### src/rtl/arm_control_unit_pkg.sv
// Shared encodings for the ARM-subset control unit: condition codes, opcode
// classes, ALU operation codes and data-processing command codes.
package arm_ctrl_pkg;

  typedef enum logic [3:0] {
    COND_EQ = 4'h0, COND_NE = 4'h1, COND_CS = 4'h2, COND_CC = 4'h3,
    COND_MI = 4'h4, COND_PL = 4'h5, COND_VS = 4'h6, COND_VC = 4'h7,
    COND_HI = 4'h8, COND_LS = 4'h9, COND_GE = 4'hA, COND_LT = 4'hB,
    COND_GT = 4'hC, COND_LE = 4'hD, COND_AL = 4'hE, COND_NV = 4'hF
  } cond_e;

  typedef enum logic [1:0] {
    OP_DP    = 2'b00,
    OP_MEM   = 2'b01,
    OP_BR    = 2'b10,
    OP_UNDEF = 2'b11
  } op_e;

  localparam logic [3:0] ALU_ADD = 4'b0000;
  localparam logic [3:0] ALU_SUB = 4'b0001;
  localparam logic [3:0] ALU_AND = 4'b0010;
  localparam logic [3:0] ALU_ORR = 4'b0011;
  localparam logic [3:0] ALU_LSL = 4'b0100;
  localparam logic [3:0] ALU_LSR = 4'b0101;

  localparam logic [3:0] CMD_AND = 4'b0000;
  localparam logic [3:0] CMD_SUB = 4'b0010;
  localparam logic [3:0] CMD_ADD = 4'b0100;
  localparam logic [3:0] CMD_ORR = 4'b1100;
  localparam logic [3:0] CMD_LSL = 4'b1101;
  localparam logic [3:0] CMD_LSR = 4'b1110;

endpackage

### src/rtl/arm_control_unit_if.sv
// Instruction-field inputs and datapath-control outputs of the control unit.
// The slave modport is the control unit; the master modport is fetch/datapath.
interface arm_control_unit_if;
  logic [3:0] cond;
  logic [1:0] op;
  logic [5:0] funct;
  logic [3:0] rd;
  logic [3:0] alu_flags;
  logic       pc_src;
  logic       mem_to_reg;
  logic       mem_write;
  logic [3:0] alu_control;
  logic       alu_src;
  logic       reg_write;
  logic [1:0] reg_src;

  modport master (
    output cond, op, funct, rd, alu_flags,
    input  pc_src, mem_to_reg, mem_write, alu_control, alu_src, reg_write, reg_src
  );

  modport slave (
    input  cond, op, funct, rd, alu_flags,
    output pc_src, mem_to_reg, mem_write, alu_control, alu_src, reg_write, reg_src
  );
endinterface

### src/rtl/arm_control_unit_cond_logic.sv
// NZCV flag register plus the ARM condition table; flags written in one cycle
// are seen by cond_ex only from the next cycle.
module cond_logic
  import arm_ctrl_pkg::*;
(
  input  logic       clk,
  input  logic       reset,
  input  logic [3:0] cond,
  input  logic [3:0] alu_flags,
  input  logic [1:0] flag_write,
  output logic       cond_ex
);

  logic [3:0] r_flags;
  logic       w_n, w_z, w_c, w_v;

  assign {w_n, w_z, w_c, w_v} = r_flags;

  // Condition evaluation against the registered flags.
  always_comb begin
    cond_ex = 1'b0;
    case (cond)
      COND_EQ: cond_ex = w_z;
      COND_NE: cond_ex = ~w_z;
      COND_CS: cond_ex = w_c;
      COND_CC: cond_ex = ~w_c;
      COND_MI: cond_ex = w_n;
      COND_PL: cond_ex = ~w_n;
      COND_VS: cond_ex = w_v;
      COND_VC: cond_ex = ~w_v;
      COND_HI: cond_ex = w_c & ~w_z;
      COND_LS: cond_ex = ~w_c | w_z;
      COND_GE: cond_ex = (w_n == w_v);
      COND_LT: cond_ex = (w_n != w_v);
      COND_GT: cond_ex = ~w_z & (w_n == w_v);
      COND_LE: cond_ex = w_z | (w_n != w_v);
      COND_AL: cond_ex = 1'b1;
      default: cond_ex = 1'b0;
    endcase
  end

  // Flag register: N,Z and C,V halves update independently, only when the condition passes.
  always_ff @(posedge clk) begin
    if (reset) begin
      r_flags <= 4'b0000;
    end else begin
      if (flag_write[1] & cond_ex) r_flags[3:2] <= alu_flags[3:2];
      if (flag_write[0] & cond_ex) r_flags[1:0] <= alu_flags[1:0];
    end
  end

endmodule

### src/rtl/arm_control_unit.sv
// Control unit for the single-cycle ARM-subset CPU: main decoder plus condition gating.
// Define CU_BRANCH_LINK_EN to let BL (branch with funct[4]=1) write the link register.
module arm_control_unit
  import arm_ctrl_pkg::*;
(
  input  logic                 clk,
  input  logic                 reset,
  arm_control_unit_if.slave    bus
);

  logic       w_dec_reg_write;
  logic       w_dec_mem_write;
  logic       w_branch;
  logic       w_mem_to_reg;
  logic       w_alu_src;
  logic [3:0] w_alu_control;
  logic [1:0] w_reg_src;
  logic [1:0] w_flag_write;
  logic       w_cond_ex;
  logic [3:0] w_cmd;

  assign w_cmd = bus.funct[4:1];

  // Main decoder: instruction class and command to raw datapath controls.
  always_comb begin
    w_dec_reg_write = 1'b0;
    w_dec_mem_write = 1'b0;
    w_branch        = 1'b0;
    w_mem_to_reg    = 1'b0;
    w_alu_src       = 1'b0;
    w_alu_control   = ALU_ADD;
    w_reg_src       = 2'b00;
    w_flag_write    = 2'b00;
    case (op_e'(bus.op))
      OP_DP: begin
        w_alu_src       = bus.funct[5];
        w_dec_reg_write = 1'b1;
        w_flag_write[1] = bus.funct[0];
        w_flag_write[0] = bus.funct[0] & ((w_cmd == CMD_ADD) | (w_cmd == CMD_SUB));
        case (w_cmd)
          CMD_ADD: w_alu_control = ALU_ADD;
          CMD_SUB: w_alu_control = ALU_SUB;
          CMD_AND: w_alu_control = ALU_AND;
          CMD_ORR: w_alu_control = ALU_ORR;
          CMD_LSL: w_alu_control = ALU_LSL;
          CMD_LSR: w_alu_control = ALU_LSR;
          default: begin
            w_alu_control   = ALU_ADD;
            w_dec_reg_write = 1'b0;
          end
        endcase
      end
      OP_MEM: begin
        w_alu_src     = 1'b1;
        w_alu_control = bus.funct[3] ? ALU_ADD : ALU_SUB;
        if (bus.funct[0]) begin
          w_dec_reg_write = 1'b1;
          w_mem_to_reg    = 1'b1;
        end else begin
          w_dec_mem_write = 1'b1;
          w_reg_src       = 2'b10;
        end
      end
      OP_BR: begin
        w_alu_control = ALU_ADD;
        w_alu_src     = 1'b1;
        w_reg_src     = 2'b01;
        w_branch      = 1'b1;
`ifdef CU_BRANCH_LINK_EN
        w_dec_reg_write = bus.funct[4];
`else
        w_dec_reg_write = 1'b0;
`endif
      end
      default: begin
        w_dec_reg_write = 1'b0;
      end
    endcase
  end

  cond_logic u_cond_logic (
    .clk        (clk),
    .reset      (reset),
    .cond       (bus.cond),
    .alu_flags  (bus.alu_flags),
    .flag_write (w_flag_write),
    .cond_ex    (w_cond_ex)
  );

  // Architectural writes are suppressed on a failed condition and throughout reset.
  assign bus.reg_write   = w_dec_reg_write & w_cond_ex & ~reset;
  assign bus.mem_write   = w_dec_mem_write & w_cond_ex & ~reset;
  assign bus.pc_src      = (w_branch | ((bus.rd == 4'hF) & w_dec_reg_write)) & w_cond_ex & ~reset;
  assign bus.mem_to_reg  = w_mem_to_reg;
  assign bus.alu_control = w_alu_control;
  assign bus.alu_src     = w_alu_src;
  assign bus.reg_src     = w_reg_src;

endmodule

### src/flat_wrapper.sv
// flat-port wrapper written by rule: the top's interface ports become plain ports
module arm_control_unit_flat import arm_ctrl_pkg::*;
  (clk, reset, bus_cond, bus_op, bus_funct, bus_rd, bus_alu_flags, bus_pc_src, bus_mem_to_reg, bus_mem_write, bus_alu_control, bus_alu_src, bus_reg_write, bus_reg_src);
  arm_control_unit_if bus_i ();
  input  logic clk;
  input  logic reset;
  input wire logic [$bits(bus_i.cond)-1:0] bus_cond;
  input wire logic [$bits(bus_i.op)-1:0] bus_op;
  input wire logic [$bits(bus_i.funct)-1:0] bus_funct;
  input wire logic [$bits(bus_i.rd)-1:0] bus_rd;
  input wire logic [$bits(bus_i.alu_flags)-1:0] bus_alu_flags;
  output wire logic [$bits(bus_i.pc_src)-1:0] bus_pc_src;
  output wire logic [$bits(bus_i.mem_to_reg)-1:0] bus_mem_to_reg;
  output wire logic [$bits(bus_i.mem_write)-1:0] bus_mem_write;
  output wire logic [$bits(bus_i.alu_control)-1:0] bus_alu_control;
  output wire logic [$bits(bus_i.alu_src)-1:0] bus_alu_src;
  output wire logic [$bits(bus_i.reg_write)-1:0] bus_reg_write;
  output wire logic [$bits(bus_i.reg_src)-1:0] bus_reg_src;
  assign bus_i.cond = bus_cond;
  assign bus_i.op = bus_op;
  assign bus_i.funct = bus_funct;
  assign bus_i.rd = bus_rd;
  assign bus_i.alu_flags = bus_alu_flags;
  assign bus_pc_src = bus_i.pc_src;
  assign bus_mem_to_reg = bus_i.mem_to_reg;
  assign bus_mem_write = bus_i.mem_write;
  assign bus_alu_control = bus_i.alu_control;
  assign bus_alu_src = bus_i.alu_src;
  assign bus_reg_write = bus_i.reg_write;
  assign bus_reg_src = bus_i.reg_src;
  arm_control_unit u_core (.clk(clk), .reset(reset), .bus(bus_i));
endmodule
### config.mk
export PLATFORM = sky130hd
export DESIGN_NAME = arm_control_unit_flat
export DESIGN_NICKNAME = d
export VERILOG_FILES = /design/src/rtl/arm_control_unit_pkg.sv /design/src/rtl/arm_control_unit_if.sv /design/src/rtl/arm_control_unit_cond_logic.sv /design/src/rtl/arm_control_unit.sv /design/src/flat_wrapper.sv
export SDC_FILE = /design/constraint.sdc
export NUM_CORES = 1
export LEC_CHECK = 0
export CELL_PAD_IN_SITES_DETAIL_PLACEMENT = 2
export CELL_PAD_IN_SITES_GLOBAL_PLACEMENT = 2
export CORE_ASPECT_RATIO = 1.1
export CORE_UTILIZATION = 21
export DETAILED_ROUTE_END_ITERATION = 12
export PLACE_DENSITY = 0.79
export REMOVE_ABC_BUFFERS = 1
export SYNTH_ARGS = -nofsm -noshare
export SYNTH_HDL_FRONTEND = slang
export SYNTH_SLANG_ARGS = --single-unit
### constraint.sdc
create_clock -name clk -period 2.4 [get_ports clk]
set_input_delay 0.48 -clock clk [delete_from_list [all_inputs] [get_ports clk]]
set_output_delay 0.48 -clock clk [all_outputs]
set_load 0.02 [all_outputs]
==> summary.md <==
| Metric | Value |
|---|---|
| Reg clk slew, reported paths | 0.04 ns |
| Finished Cell Area | 1197 µm² |
| Synth Instances | 81 |
| Biggest registers after layout | u_core.u_cond_logic.r_flags (4) |
| CTS Root Cell | clkbuf_4 |
| Status | completed |
| Critical Path Fanout Max | 4 |
| Kind of critical path | in2out |
| CP arrival | between 1.5 and 2 ns |
| Tmin final | 2.328 ns |
| P_int | 0.2144 mW |
| Vias in the first global route | 929 |
| Area delta synth->final | 84.39% |
| Period utilization | 96.99% |
| DR iter-0 viols | 1 |
| Total of max-cap violations | 0 |
| Post-synth EDFFs | 0 |
| RSZ-0062 raised after global routing | yes |
| LEAKAGE | 0.5730 nW |
| Synth Cell Area | approximately 650 µm² |
| Async SR Flop Fraction | 0% |
| Sequential power share | 21.8% |
| Clock Power Share | 26.0% |
| Router iterations before antenna repair | 3 |
| NumNets Final | approximately 160 |
| Worst EP required | 1.92 ns |
| Clock Latency Late Sink | 0.23 ns |
| FMAX | 429.6 MHz |
| Via count | a little under 800 |
| Net Switching | 0.1033 mW |
| Most frequent cells in the layout | buf_4, clkdlybuf4s50_1, nand2b_1 |
| Top cell type by total area after synthesis | dfxtp_1 |
| Pwr Density | 265.4 nW/µm² |
| Number of diodes | 0 |
| Post-CTS setup buffers | 0 |
| # rows | 20 |
| Final Setup Violations | 0 |
| Final hold vios | 0 |
| Post-Route WL | approximately 2400 µm |
| Synth top area share | about an eighth |
| Largest register FFs | 4 |
| Largest net degree at the start of global routing | 10 |
| Worst setup EP type | output pin |
| Final WS setup | 0.07222 ns |
| CTS Buf Count | 3 |
| Share of cells above drive strength 1 | 37.78% |
| Hold WS | 0.5612 ns |
| Die W | 55.02 µm |
| Setup WS pre-CTS | -0.8441 ns |
| Post-Syn Area per Cell | 8.017 µm² |
| Count of cell types in the netlist | 40 |
| Post-route DRC violation count | 0 |
| Sequential area share after synthesis | 12.33% |
| Post-DP Area | 1155 µm² |
| CP Launch Type | primary input |
| IO Count | 33 |
| Clk buf depth | 2 |
| H-tree levels | 1 |
| Sw Ratio | 32.52% |
| Util after Layout | 41.97% |
| Final antenna-violating net count | 0 |
| Routed WL per cell | roughly 15 µm |
| Fillers | roughly 340 |
| Pwr Total | 0.3177 mW |
| Initial antenna violation count | 0 |
| Global-route wire length before repair | 4202 µm |
| Combinational power share | 52.1% |
| Initial core utilization | a little under a quarter |
| Ys flop type | dfxtp_1 |
| CORE AREA | 2853 µm² |
| Commonest non-fill, non-tap cell in the layout | buf_4 |
| Biggest register | u_core.u_cond_logic.r_flags |
| CTS tree | built |
| Maximum VDD drop | 0.1104 mV |
| Chip Height | between 60 and 70 µm |
| Routed vias/inst | 4.685 |
| Gr ovfl total | 0 |
| Post-DP HPWL | 2070 µm |
| HP Class | reg2reg |
| Yosys reg bits | 4 |
| Main area contributors after synthesis | dfxtp_1, nand2b_1, ha_1, mux2i_1, xnor2_1 |
| GPL Wtd Cong | 0.7488 |
| Synth Warn # | 0 |
| # clock sinks | 4 |
| Die area | 3319 µm² |
| Max-slew violations | 0 |
| Total track usage | between 10% and 20% |
| Clock Skews | around 0.00057 ns |
| Port Buf Inserts | 31 |
-- kinds of logic (layout without fill, tap and decap cells) --
| kind of cell | Yosys count | count (layout) | share of synthesized area, % |
|---|---|---|---|
| adder cells (fa/ha/maj) | 4 | 4 | 7.707 |
| multiplexers | 4 | 4 | 6.166 |
| flip-flops | 4 | 4 | 12.33 |
| buffers and inverters | 8 | 62 | 6.358 |
| XOR/XNOR | 6 | 6 | 8.094 |
| AND/OR/NAND/NOR | 40 | 40 | 40.85 |
| AO/OA/AOI/OAI | 14 | 14 | 17.92 |
| other | 1 | 1 | 0.5775 |
-- critical path, stage by stage --
cell and delay, ns:
dlygate4sd2_1 0.26, and3b_1 0.19, a22oi_2 0.13, xor2_1 0.10
o311a_4 0.34, nor4_2 0.15, buf_4 0.18
-- area by class of cell --
type	count	area [µm²]	area share, %
flip-flops and latches	4	82.58	6.897
inverters	4	15.01	1.254
multi-input cells	69	576.8	48.17
repair buffers	55	459.2	38.35
clock buffers	3	22.52	1.881
well taps	33	41.29	3.448
-- power groups by stage --
stage	clock network [mW]	registers [mW]	logic, mW
2_1_floorplan	0	0.0699	0.0638
3_3_place_gp	0	0.0701	0.159
3_5_place_dp	0	0.0702	0.167
4_1_cts	0.0878	0.0691	0.169
5_1_grt	0.0911	0.0693	0.180
6_report	0.0827	0.0694	0.166
-- final timing paths --
| kind | cells past startpoint | endpoint | from | slack, ns |
|---|---|---|---|---|
| setup / recovery | 7 | bus_mem_write | bus_cond[3] | 0.07 |
| hold / removal | 2 | u_core.u_cond_logic.r_flags[3]$_SDFFE_PP0P_ | u_core.u_cond_logic.r_flags[3]$_SDFFE_PP0P_ | 0.56 |
| setup reg to reg | 7 | u_core.u_cond_logic.r_flags[0]$_SDFFE_PP0P_ | u_core.u_cond_logic.r_flags[3]$_SDFFE_PP0P_ | 0.44 |
| hold reg to reg | 2 | u_core.u_cond_logic.r_flags[3]$_SDFFE_PP0P_ | u_core.u_cond_logic.r_flags[3]$_SDFFE_PP0P_ | 0.56 |
-- through the flow --
stage,setup TNS [ns],std cells
floorplan,0,77
finish,0,168
global placement,-4.021,165
CTS,0,168
detailed placement,-5.552,165
global route,-0.02732,168
-- metal layers --
layer / routed length, µm / up-vias / share of wire, % / track usage [%]
met5: 0 / - / 0 / 0
met4: 25 / 0 / 1.0 / 6.429
met3: 124 / 2 / 5.1 / 3.562
met2: 1379 / 29 / 57 / 35.28
met1: 909 / 367 / 37 / 17.72
li1: - / 389 / - / -
-- synthesized netlist by cell type, types with 2 or more instances --
| library cell | instances |
|---|---|
| nand2b_1 | 11 |
| nor2_1 | 6 |
| dfxtp_1 | 4 |
| ha_1 | 4 |
| inv_1 | 4 |
| mux2i_1 | 4 |
| nor3_1 | 4 |
| nand2_1 | 3 |
| xnor2_1 | 3 |
| xor2_1 | 3 |
| a21oi_1 | 2 |
| a31oi_1 | 2 |
| and2_1 | 2 |
| and2b_1 | 2 |
| clkbuf_1 | 2 |
-- timing repair --
item / CTS / global route
endpoints found under the hold margin: 0 / 0
pin swaps: 4 / 4
hold buffers: 0 / 0
gates resized for setup: 53 / 9
setup endpoints to repair: 14 / 5
(Power assumes the default switching activity.)
